===== src/rtl/dds_pkg.sv =====
// dds_pkg: definitions shared across the DDS_Top front-end blocks.
//   btn_state_t   - debounce FSM states for the push-button receiver
//   WAVE_*        - waveform index codes used by the phase-to-amplitude stage
//   NUM_WAVES     - number of selectable waveforms
package dds_pkg;

    typedef enum logic [1:0] {
        IDLE         = 2'd0,
        PRESS_WAIT   = 2'd1,
        PRESSED      = 2'd2,
        RELEASE_WAIT = 2'd3
    } btn_state_t;

    localparam int WAVE_SINE     = 0;
    localparam int WAVE_SQUARE   = 1;
    localparam int WAVE_TRIANGLE = 2;
    localparam int WAVE_SAW      = 3;

    localparam int NUM_WAVES = 4;

endpackage


===== src/rtl/sync_2ff.sv =====
// sync_2ff: two-flop synchroniser for a single asynchronous input.
//   clk_sys - destination clock
//   rst_b   - asynchronous active-low reset; both flops load RST_VAL
//   d       - asynchronous input
//   q       - synchronised output, two clk_sys edges behind d
module sync_2ff #(
    parameter logic RST_VAL = 1'b0
) (
    input  logic clk_sys,
    input  logic rst_b,
    input  logic d,
    output logic q
);

    logic meta;

    always_ff @(posedge clk_sys or negedge rst_b) begin
        if (!rst_b) begin
            meta <= RST_VAL;
            q    <= RST_VAL;
        end else begin
            meta <= d;
            q    <= meta;
        end
    end

endmodule


===== src/rtl/btn_wave_sel.sv =====
// btn_wave_sel: push-button receiver for DDS_Top.
//   CLK        - system clock
//   RESETn     - asynchronous active-low reset
//   iExtBtn    - raw button pin, 0 = pressed, asynchronous to CLK
//   oBtnLevel  - debounced level, 1 = released
//   oPress     - one-cycle pulse per accepted press
//   oLongPress - one-cycle pulse when a hold reaches LONG_CYCLES
//   oWaveSel   - waveform index, advances on press, returns to sine on long press
//
// state        | meaning
// IDLE         | released and stable, waiting for a low sample
// PRESS_WAIT   | low seen, counting stable low samples
// PRESSED      | press accepted, counting hold time
// RELEASE_WAIT | high seen, counting stable high samples
module btn_wave_sel #(
    parameter int DEBOUNCE_CYCLES = 16,
    parameter int LONG_CYCLES     = 2500000,
    parameter int NUM_WAVES       = dds_pkg::NUM_WAVES,
    parameter int SEL_W           = 2
) (
    input  logic             CLK,
    input  logic             RESETn,
    input  logic             iExtBtn,
    output logic             oBtnLevel,
    output logic             oPress,
    output logic             oLongPress,
    output logic [SEL_W-1:0] oWaveSel
);

    import dds_pkg::*;

    localparam int CNT_W  = $clog2(DEBOUNCE_CYCLES);
    localparam int HOLD_W = $clog2(LONG_CYCLES + 1);

    localparam logic [CNT_W-1:0]  CNT_LAST  = CNT_W'(DEBOUNCE_CYCLES - 1);
    localparam logic [HOLD_W-1:0] HOLD_LAST = HOLD_W'(LONG_CYCLES - 1);
    localparam logic [HOLD_W-1:0] HOLD_SAT  = HOLD_W'(LONG_CYCLES);
    localparam logic [SEL_W-1:0]  SEL_LAST  = SEL_W'(NUM_WAVES - 1);
    localparam logic [SEL_W-1:0]  SEL_DEF   = SEL_W'(WAVE_SINE);

    logic btn_s;

    btn_state_t        state, state_d;
    logic [CNT_W-1:0]  cnt, cnt_d;
    logic [HOLD_W-1:0] hold, hold_d;
    logic              press_d, long_d, level_d;
    logic [SEL_W-1:0]  sel_d;

    // Idles released so a reset never looks like a press edge.
    sync_2ff #(
        .RST_VAL (1'b1)
    ) u_sync (
        .clk_sys (CLK),
        .rst_b   (RESETn),
        .d       (iExtBtn),
        .q       (btn_s)
    );

    always_ff @(posedge CLK or negedge RESETn) begin
        if (!RESETn) begin
            state      <= IDLE;
            cnt        <= '0;
            hold       <= '0;
            oPress     <= 1'b0;
            oLongPress <= 1'b0;
            oBtnLevel  <= 1'b1;
            oWaveSel   <= SEL_DEF;
        end else begin
            state      <= state_d;
            cnt        <= cnt_d;
            hold       <= hold_d;
            oPress     <= press_d;
            oLongPress <= long_d;
            oBtnLevel  <= level_d;
            oWaveSel   <= sel_d;
        end
    end

    always_comb begin
        state_d = state;
        cnt_d   = cnt;
        hold_d  = hold;
        press_d = 1'b0;
        long_d  = 1'b0;

        case (state)
            IDLE: begin
                if (!btn_s) begin
                    state_d = PRESS_WAIT;
                    cnt_d   = '0;
                end
            end
            PRESS_WAIT: begin
                if (btn_s) begin
                    state_d = IDLE;
                end else if (cnt == CNT_LAST) begin
                    state_d = PRESSED;
                    hold_d  = '0;
                    press_d = 1'b1;
                end else begin
                    cnt_d = cnt + CNT_W'(1);
                end
            end
            PRESSED: begin
                // Saturating one past the fire point makes the long pulse one-shot.
                if (hold != HOLD_SAT) begin
                    hold_d = hold + HOLD_W'(1);
                end
                if (hold == HOLD_LAST) begin
                    long_d = 1'b1;
                end
                if (btn_s) begin
                    state_d = RELEASE_WAIT;
                    cnt_d   = '0;
                end
            end
            RELEASE_WAIT: begin
                // Bounce back to PRESSED keeps the hold count running.
                if (!btn_s) begin
                    state_d = PRESSED;
                end else if (cnt == CNT_LAST) begin
                    state_d = IDLE;
                end else begin
                    cnt_d = cnt + CNT_W'(1);
                end
            end
            default: begin
                state_d = IDLE;
                cnt_d   = '0;
                hold_d  = '0;
            end
        endcase

        level_d = !((state_d == PRESSED) || (state_d == RELEASE_WAIT));

        if (long_d) begin
            sel_d = SEL_DEF;
        end else if (press_d) begin
            sel_d = (oWaveSel == SEL_LAST) ? '0 : oWaveSel + SEL_W'(1);
        end else begin
            sel_d = oWaveSel;
        end
    end

endmodule


===== config.mk =====
export PLATFORM = sky130hd
export DESIGN_NAME = btn_wave_sel
export DESIGN_NICKNAME = d
export VERILOG_FILES = /design/src/rtl/dds_pkg.sv /design/src/rtl/sync_2ff.sv /design/src/rtl/btn_wave_sel.sv
export SDC_FILE = /design/constraint.sdc
export NUM_CORES = 1
export LEC_CHECK = 0
export ABC_AREA = 1
export CAP_MARGIN = 20
export CORE_UTILIZATION = 60
export DETAILED_ROUTE_END_ITERATION = 6
export GPL_ROUTABILITY_DRIVEN = 1
export GPL_TIMING_DRIVEN = 0
export PLACE_DENSITY = 0.8
export SETUP_SLACK_MARGIN = 0.1
export SKIP_LAST_GASP = 1
export SLEW_MARGIN = 20
export SYNTH_ARGS = -nofsm -noshare
export SYNTH_HDL_FRONTEND = slang
export SYNTH_HIERARCHICAL = 1
export SYNTH_SLANG_ARGS = --single-unit

===== constraint.sdc =====
create_clock -name CLK -period 2.3 [get_ports CLK]
set_input_delay 0.46 -clock CLK [delete_from_list [all_inputs] [get_ports CLK]]
set_output_delay 0.46 -clock CLK [all_outputs]
set_load 0.05 [all_outputs]

==> results of run 1 <==
cell type report:
cell class | instances | area, µm²
plain buffers | 4 | 37.5
flip-flops and latches | 35 | 880
clock buffers | 5 | 37.5
inverters | 39 | 146
fillers | 310 | 987
well taps | 46 | 57.6
multi-input cells | 222 | 1070
clock inverters | 3 | 47.5
repair buffers | 9 | 103
cell usage after synthesis:
master    number
a21oi_1        3
buf_4          1
buf_6          1
buf_8          1
clkbuf_1       1
dfrtp_1       32
dfstp_2        3
ha_1           4
inv_1         38
inv_2          1
nand2_1      106
nand2_2        2
nand2_4        1
nand3_1       28
nand3b_1       3
nand4_1        6
nand4_2        1
nor2_1        33
nor2_2         1
nor2_4         2
nor3_1         3
nor4_1         1
o211ai_1       1
o21a_1         1
o21ai_0       10
o21ai_1        2
o21ai_2        5
o31ai_1        1
or2_2          1
xnor2_1        3
xor2_1         4
power groups by stage:
stage | Sequential, W | Combinational [W] | Clock (W)
2_1_floorplan | 0.000648 | 0.0000205 | 0
3_3_place_gp | 0.000649 | 0.0000388 | 0
3_5_place_dp | 0.000650 | 0.0000455 | 0
4_1_cts | 0.000638 | 0.0000471 | 0.000477
5_1_grt | 0.000640 | 0.0000526 | 0.000505
6_report | 0.000638 | 0.0000456 | 0.000469
state kept, by name (all words and copies together) (netlist names):
register     cells
cnt              4
u_sync/q         1
oWaveSel         2
state            2
oPress           1
u_sync/meta      1
hold            22
oLongPress       1
oBtnLevel        1
logic make-up (layout without fill, tap and decap cells):
| logic type | after synthesis | after routing | share of synthesized area (%) |
|---|---|---|---|
| buffers and inverters | 43 | 60 | 8.63 |
| AOI/OAI and AO/OA | 23 | 23 | 6.64 |
| DFF | 35 | 35 | 41.3 |
| adders and majority gates | 4 | 4 | 2.35 |
| xor gates and xnor gates | 7 | 7 | 2.88 |
| and+or+nand+nor | 188 | 188 | 38.2 |
worst paths after layout:
check	to	slack, ps
hold reg to reg	u_sync/q$_DFF_PN1_	360
max in group asynchronous	u_sync/meta$_DFF_PN1_	1250
setup reg to reg	hold[1]$_DFFE_PN0P_	600
hold / removal	u_sync/q$_DFF_PN1_	360
min in group asynchronous	oPress$_DFF_PN0_	530
setup / recovery	oBtnLevel	150
per-stage QoR:
step           hold WS, ps  instances  area [µm²]  total power (W)  setup slack [ps]
3_3_place_gp           346        353        2260         0.000688              29.8
2_1_floorplan          164        300        2130         0.000669               887
5_1_grt                359        363        2380          0.00120               114
3_5_place_dp           357        354        2280         0.000696               558
4_1_cts                368        363        2380          0.00116               145
6_report               356        363        2380          0.00115               152
routing by layer:
layer / routed length, µm / vias to the layer above / part of all wire (%) / global-route usage, %
met1: 2180 / 892 / 47 / 37.1
met3: 226 / 6 / 4.8 / 5.67
met5: 0 / - / 0 / 0
met2: 2200 / 43 / 47 / 47.9
li1: - / 978 / - / -
met4: 61 / 0 / 1.3 / 9.52
repair_timing:
item	CTS	global route
endpoints found under the setup margin	0	0
hold endpoints to repair	5	0
hold buffers	1	0
resized for setup	0	0
==> impl_metrics.prom, run 1 <==
# TYPE chip_impl_metric gauge
chip_impl_info{name="run_status",value="finished, final reports clean"} 1
chip_impl_metric{name="sinks_on_the_clock_net",unit=""} 35
chip_impl_metric{name="fp.dieH",unit="µm"} 61.6
chip_impl_metric{name="core_region_area",unit="mm²"} 0.00336
chip_impl_metric{name="grt_pass1_wl",unit="mm"} 7.81
chip_impl_metric{name="place_congestion",unit=""} 0.903
chip_impl_metric{name="final_number_of_setup_violating_endpoints",unit=""} 0
chip_impl_metric{name="critical_path_peak_fanout",unit=""} 1
chip_impl_metric{name="worst_skew_pair.late_latency",unit="ps"} 360
chip_impl_metric{name="clock_power_share",unit="%"} 40.7
chip_impl_metric{name="routed_len_inst",unit="µm"} 12.9
chip_impl_metric{name="worst-r2r-cell-count",unit=""} 11
chip_impl_metric{name="floorplan.initialDensity",unit="%"} 63.4
chip_impl_metric{name="drt-initial-drc-count",unit=""} 115
chip_impl_info{name="timing.setup.critical_path_class",value="register to output port"} 1
chip_impl_metric{name="finish.net_count",unit=""} 323
chip_impl_info{name="timing.critical_path.cells",value="clkdlybuf4s50_1"} 1
chip_impl_metric{name="placement.io_buffers",unit=""} 7
chip_impl_metric{name="timing.fmax",unit="MHz"} 466
chip_impl_metric{name="hold_depth",unit=""} 0
chip_impl_metric{name="min_period_over_period",unit="%"} 93.4
chip_impl_metric{name="max_stage_delay",unit="ps"} 790
chip_impl_metric{name="cts_buffer_depth",unit=""} 2
chip_impl_metric{name="count_of_different_cell_masters_after_synthesis",unit=""} 31
chip_impl_metric{name="cp_data_arrival_time",unit="ps"} 1690
chip_impl_metric{name="global_route.usage.total",unit="%"} 28.6
chip_impl_metric{name="p_sw_share",unit="%"} 23.6
chip_impl_metric{name="grt_remaining_overflow",unit=""} 0
chip_impl_metric{name="power_density",unit="mW/mm²"} 485
chip_impl_metric{name="finalCoreUtilization",unit="%"} 70.6
chip_impl_metric{name="synth-seq-area-share",unit="%"} 41.3
chip_impl_info{name="layout_commonest_cell",value="nand2_1"} 1
chip_impl_metric{name="totalNegativeSetupSlack",unit="ps"} 0
chip_impl_metric{name="fp.dieArea",unit="mm²"} 0.00379
chip_impl_metric{name="cp.buffers_inverters",unit=""} 1
chip_impl_metric{name="grt_start_max_net_pins",unit=""} 23
chip_impl_metric{name="synthesis.area",unit="mm²"} 0.00213
chip_impl_metric{name="via_count",unit=""} 1919
chip_impl_info{name="setup.worst_path.start",value="oBtnLevel$_DFF_PN1_"} 1
chip_impl_metric{name="synthesis.area_per_instance",unit="µm²"} 7.10
chip_impl_metric{name="slew_violations",unit=""} 0
chip_impl_info{name="yosys.area.top_type",value="dfrtp_1"} 1
chip_impl_metric{name="number_of_buffers_inserted_by_post_cts_setup_repair",unit=""} 0
chip_impl_info{name="critPathLaunchType",value="register"} 1
chip_impl_metric{name="cap_violations",unit=""} 0
chip_impl_info{name="hold_path_start",value="u_sync/meta$_DFF_PN1_"} 1
chip_impl_metric{name="dp_hpwl",unit="mm"} 3.48
chip_impl_info{name="clk_root_buffer_cell",value="clkbuf_4"} 1
chip_impl_metric{name="max-slew-margin-rel",unit="%"} 65.4
chip_impl_metric{name="seq_cells_post_synth",unit=""} 35
chip_impl_info{name="ys_top_cells_by_area",value="dfrtp_1 38%, nand2_1 19%, inv_1 6.7%"} 1
chip_impl_info{name="final_cell_mix",value="106 x nand2_1, 38 x inv_1, 33 x nor2_1"} 1
chip_impl_metric{name="drive_gt1_share",unit="%"} 9.46
chip_impl_metric{name="crit_required",unit="ps"} 1840
chip_impl_info{name="cpMaxStageDelayCell",value="clkdlybuf4s50_1"} 1
chip_impl_metric{name="cellLeakagePower",unit="nW"} 1.14
chip_impl_metric{name="power.combinational.fraction",unit="%"} 4.0
chip_impl_metric{name="synth_nets",unit=""} 307
chip_impl_metric{name="final.setup_skew",unit="ps"} 21.2
chip_impl_metric{name="worst_tran_pin_value",unit="ps"} 517
chip_impl_info{name="min-delay-path-class",value="register to register"} 1
chip_impl_metric{name="fp.dieW",unit="µm"} 61.6
chip_impl_metric{name="via_count_of_the_first_global_routing_pass",unit=""} 1801
chip_impl_metric{name="drc_errors",unit=""} 0
chip_impl_metric{name="ant_nets",unit=""} 0
chip_impl_metric{name="placementRows",unit=""} 21
chip_impl_info{name="critical_path.endpoint_type",value="output port"} 1
chip_impl_metric{name="antenna_violations_before_repair",unit=""} 0
chip_impl_metric{name="period_minus_slack",unit="ps"} 2150
chip_impl_metric{name="finalHoldViolCount",unit=""} 0
chip_impl_metric{name="synth-warning-count",unit=""} 6
chip_impl_metric{name="h-tree-depth",unit=""} 2
chip_impl_info{name="critical-path-top-delay-family",value="buffers and inverters"} 1
chip_impl_metric{name="post_drt_via_cell_ratio",unit=""} 5.29
chip_impl_metric{name="syn_inst",unit=""} 300
chip_impl_metric{name="io_pins",unit=""} 8
chip_impl_metric{name="critical_path_depth",unit=""} 1
chip_impl_metric{name="yosys.area.top_type_share",unit="%"} 37.6
chip_impl_metric{name="p_seq_share",unit="%"} 55.4
chip_impl_metric{name="syn2layout_area_growth",unit="%"} 11.5
chip_impl_metric{name="worst_supply_voltage_drop_on_vdd",unit="µV"} 431
chip_impl_metric{name="cts_inserted_buffers",unit=""} 5
chip_impl_info{name="tritoncts",value="built"} 1
chip_impl_info{name="rsz_0062_raised_after_global_routing",value="false"} 1
chip_impl_info{name="r2r_start",value="hold[0]$_DFFE_PN0P_"} 1
chip_impl_metric{name="n_antenna_cell",unit=""} 0
chip_impl_metric{name="internal-power",unit="W"} 0.000881
chip_impl_metric{name="power_switching",unit="W"} 0.000272
chip_impl_metric{name="dr.pass1.iters",unit=""} 4
chip_impl_metric{name="cts.reportedPaths.clkPinSlew",unit="ps"} 130
chip_impl_metric{name="totalWireLength",unit="mm"} 4.67
(Power assumes the default switching activity.)
==> run 2: changes to the inputs <==
--- a/config.mk
+++ b/config.mk
@@ -8,8 +8,9 @@
 export ABC_AREA = 1
 export CAP_MARGIN = 20
 export CORE_UTILIZATION = 60
+export CTS_BUF_LIST = sky130_fd_sc_hd__clkbuf_8
 export DETAILED_ROUTE_END_ITERATION = 6
-export GPL_ROUTABILITY_DRIVEN = 1
+export GPL_ROUTABILITY_DRIVEN = 0
 export GPL_TIMING_DRIVEN = 0
 export PLACE_DENSITY = 0.8
 export SETUP_SLACK_MARGIN = 0.1
==> impl_metrics.prom, run 2 (synthesis results as in run 1) <==
# TYPE chip_impl_metric gauge
chip_impl_metric{name="ant_nets",unit=""} 0
chip_impl_metric{name="post_drt_via_cell_ratio",unit=""} 5.32
chip_impl_metric{name="cap_violations",unit=""} 0
chip_impl_metric{name="critical_path_peak_fanout",unit=""} 1
chip_impl_metric{name="worst-r2r-cell-count",unit=""} 11
chip_impl_info{name="critical_path.endpoint_type",value="output port"} 1
chip_impl_metric{name="power.combinational.fraction",unit="%"} 3.5
chip_impl_metric{name="cellLeakagePower",unit="nW"} 1.14
chip_impl_metric{name="via_count_of_the_first_global_routing_pass",unit=""} 1779
chip_impl_metric{name="critical_path_depth",unit=""} 1
chip_impl_info{name="biggestRegsByFlops",value="hold: 22 flops, cnt: 4 flops"} 1
chip_impl_metric{name="p_sw_share",unit="%"} 22.6
chip_impl_metric{name="cp_data_arrival_time",unit="ps"} 1610
chip_impl_metric{name="totalNegativeSetupSlack",unit="ps"} 0
chip_impl_metric{name="fp.dieW",unit="µm"} 61.6
chip_impl_info{name="critical-path-top-delay-family",value="buffers and inverters"} 1
chip_impl_info{name="critPathLaunchType",value="register"} 1
chip_impl_metric{name="worst_supply_voltage_drop_on_vdd",unit="µV"} 486
chip_impl_info{name="timing.setup.critical_path_class",value="register to output port"} 1
chip_impl_info{name="clk_root_buffer_cell",value="clkbuf_8"} 1
chip_impl_metric{name="cts_buffer_depth",unit=""} 2
chip_impl_metric{name="grt_pass1_wl",unit="mm"} 7.77
chip_impl_metric{name="worst_skew_pair.late_latency",unit="ps"} 300
chip_impl_metric{name="floorplan.initialDensity",unit="%"} 63.4
chip_impl_metric{name="number_of_buffers_inserted_by_post_cts_setup_repair",unit=""} 0
chip_impl_metric{name="multi_input_area",unit="mm²"} 0.00107
chip_impl_metric{name="grt_start_max_net_pins",unit=""} 23
chip_impl_metric{name="antenna_violations_before_repair",unit=""} 0
chip_impl_info{name="cpMaxStageDelayCell",value="clkdlybuf4s50_1"} 1
chip_impl_metric{name="max-slew-margin-rel",unit="%"} 65.3
chip_impl_metric{name="final.setup_skew",unit="ps"} 7.46
chip_impl_metric{name="dr.pass1.iters",unit=""} 4
chip_impl_metric{name="totalWireLength",unit="mm"} 4.58
chip_impl_metric{name="drt-initial-drc-count",unit=""} 97
chip_impl_metric{name="placement.io_buffers",unit=""} 7
chip_impl_info{name="final_cell_mix",value="106 x nand2_1, 38 x inv_1, 33 x nor2_1"} 1
chip_impl_metric{name="slew_violations",unit=""} 0
chip_impl_metric{name="sequential_cell_area",unit="µm²"} 880
chip_impl_metric{name="finish.net_count",unit=""} 322
chip_impl_metric{name="drive_gt1_share",unit="%"} 9.49
chip_impl_metric{name="min_period_over_period",unit="%"} 89.8
chip_impl_metric{name="p_seq_share",unit="%"} 50.7
chip_impl_info{name="run_status",value="finished, final reports clean"} 1
chip_impl_metric{name="max_stage_delay",unit="ps"} 790
chip_impl_info{name="max_flop_register",value="hold"} 1
chip_impl_metric{name="h-tree-depth",unit=""} 2
chip_impl_info{name="layout_commonest_cell",value="nand2_1"} 1
chip_impl_metric{name="final_number_of_setup_violating_endpoints",unit=""} 0
chip_impl_metric{name="cts.reportedPaths.clkPinSlew",unit="ps"} 80
chip_impl_metric{name="via_count",unit=""} 1926
chip_impl_metric{name="crit_required",unit="ps"} 1840
chip_impl_metric{name="core_region_area",unit="mm²"} 0.00336
chip_impl_metric{name="clock_power_share",unit="%"} 45.8
chip_impl_metric{name="flip_flop_count_of_the_largest_register_after_layout",unit=""} 22
chip_impl_metric{name="num-fill-cells",unit=""} 307
chip_impl_metric{name="internal-power",unit="W"} 0.000974
chip_impl_info{name="setup.worst_path.start",value="oBtnLevel$_DFF_PN1_"} 1
chip_impl_info{name="rsz_0062_raised_after_global_routing",value="false"} 1
chip_impl_metric{name="n_antenna_cell",unit=""} 0
chip_impl_metric{name="syn2layout_area_growth",unit="%"} 12.5
chip_impl_metric{name="io_pins",unit=""} 8
chip_impl_metric{name="power_switching",unit="W"} 0.000285
chip_impl_metric{name="finalHoldViolCount",unit=""} 0
chip_impl_metric{name="finalCoreUtilization",unit="%"} 71.3
chip_impl_metric{name="period_minus_slack",unit="ps"} 2070
chip_impl_metric{name="fp.dieH",unit="µm"} 61.6
chip_impl_metric{name="routed_len_inst",unit="µm"} 12.7
chip_impl_info{name="r2r_start",value="hold[0]$_DFFE_PN0P_"} 1
chip_impl_metric{name="worst_tran_pin_value",unit="ps"} 519
chip_impl_metric{name="cts_repair_resizes",unit=""} 0
chip_impl_metric{name="sinks_on_the_clock_net",unit=""} 35
chip_impl_metric{name="dp_hpwl",unit="mm"} 3.48
chip_impl_metric{name="global_route.usage.total",unit="%"} 28.6
chip_impl_metric{name="timing.fmax",unit="MHz"} 484
chip_impl_info{name="timing.critical_path.cells",value="clkdlybuf4s50_1"} 1
chip_impl_metric{name="cts_hold_buf",unit=""} 0
chip_impl_info{name="tritoncts",value="built"} 1
chip_impl_metric{name="fp.dieArea",unit="mm²"} 0.00379
chip_impl_metric{name="grt_remaining_overflow",unit=""} 0
chip_impl_metric{name="drc_errors",unit=""} 0
chip_impl_metric{name="cp.buffers_inverters",unit=""} 1
chip_impl_metric{name="power_density",unit="mW/mm²"} 525
chip_impl_metric{name="placementRows",unit=""} 21
chip_impl_metric{name="cts_inserted_buffers",unit=""} 5
chip_impl_info{name="min-delay-path-class",value="input pin to async pin"} 1
[run 2: path summary, 6_finish.rpt]
path	end	slack [ps]
max	oBtnLevel	230
max reg2reg	hold[11]$_DFFE_PN0P_	630
min in group CLK	u_sync/q$_DFF_PN1_	360
min reg2reg	u_sync/q$_DFF_PN1_	360
max in group asynchronous	u_sync/meta$_DFF_PN1_	1730
min	oPress$_DFF_PN0_	60
[run 2: per-layer routing]
metal | vias to the layer above | global-route usage (%) | routed length, µm
met5 | - | 0 | 0
met4 | 0 | 9.21 | 55
met3 | 6 | 6.93 | 184
met2 | 41 | 47.0 | 2200
met1 | 902 | 37.3 | 2140
li1 | 977 | - | -
[run 2: through the flow]
step	instance area, µm²	instances	setup slack (ps)	hold slack (ps)	power (W)
after floorplan	2130	300	887	164	0.000669
after global placement	2260	353	29.8	346	0.000688
after detailed placement	2280	354	558	357	0.000696
after CTS	2400	362	225	71.9	0.00127
after global routing	2400	362	199	80.1	0.00130
final	2400	362	234	61.1	0.00126
[run 2: cell type report]
type / instances / share of cell area, %
multi-input combinational: 222 / 44.5
sequential: 35 / 36.7
inverter: 39 / 6.11
timing repair buffer: 8 / 3.86
clock buffer: 5 / 2.87
tap: 46 / 2.40
clock inverter: 3 / 1.98
buffer: 4 / 1.57
[run 2: power groups by stage]
stage	sequential, W	combinational, W	clock [W]
after floorplan	0.000648	0.0000205	0
after global placement	0.000649	0.0000388	0
after detailed placement	0.000650	0.0000455	0
after CTS	0.000638	0.0000457	0.000587
after global routing	0.000640	0.0000509	0.000614
final	0.000638	0.0000441	0.000576
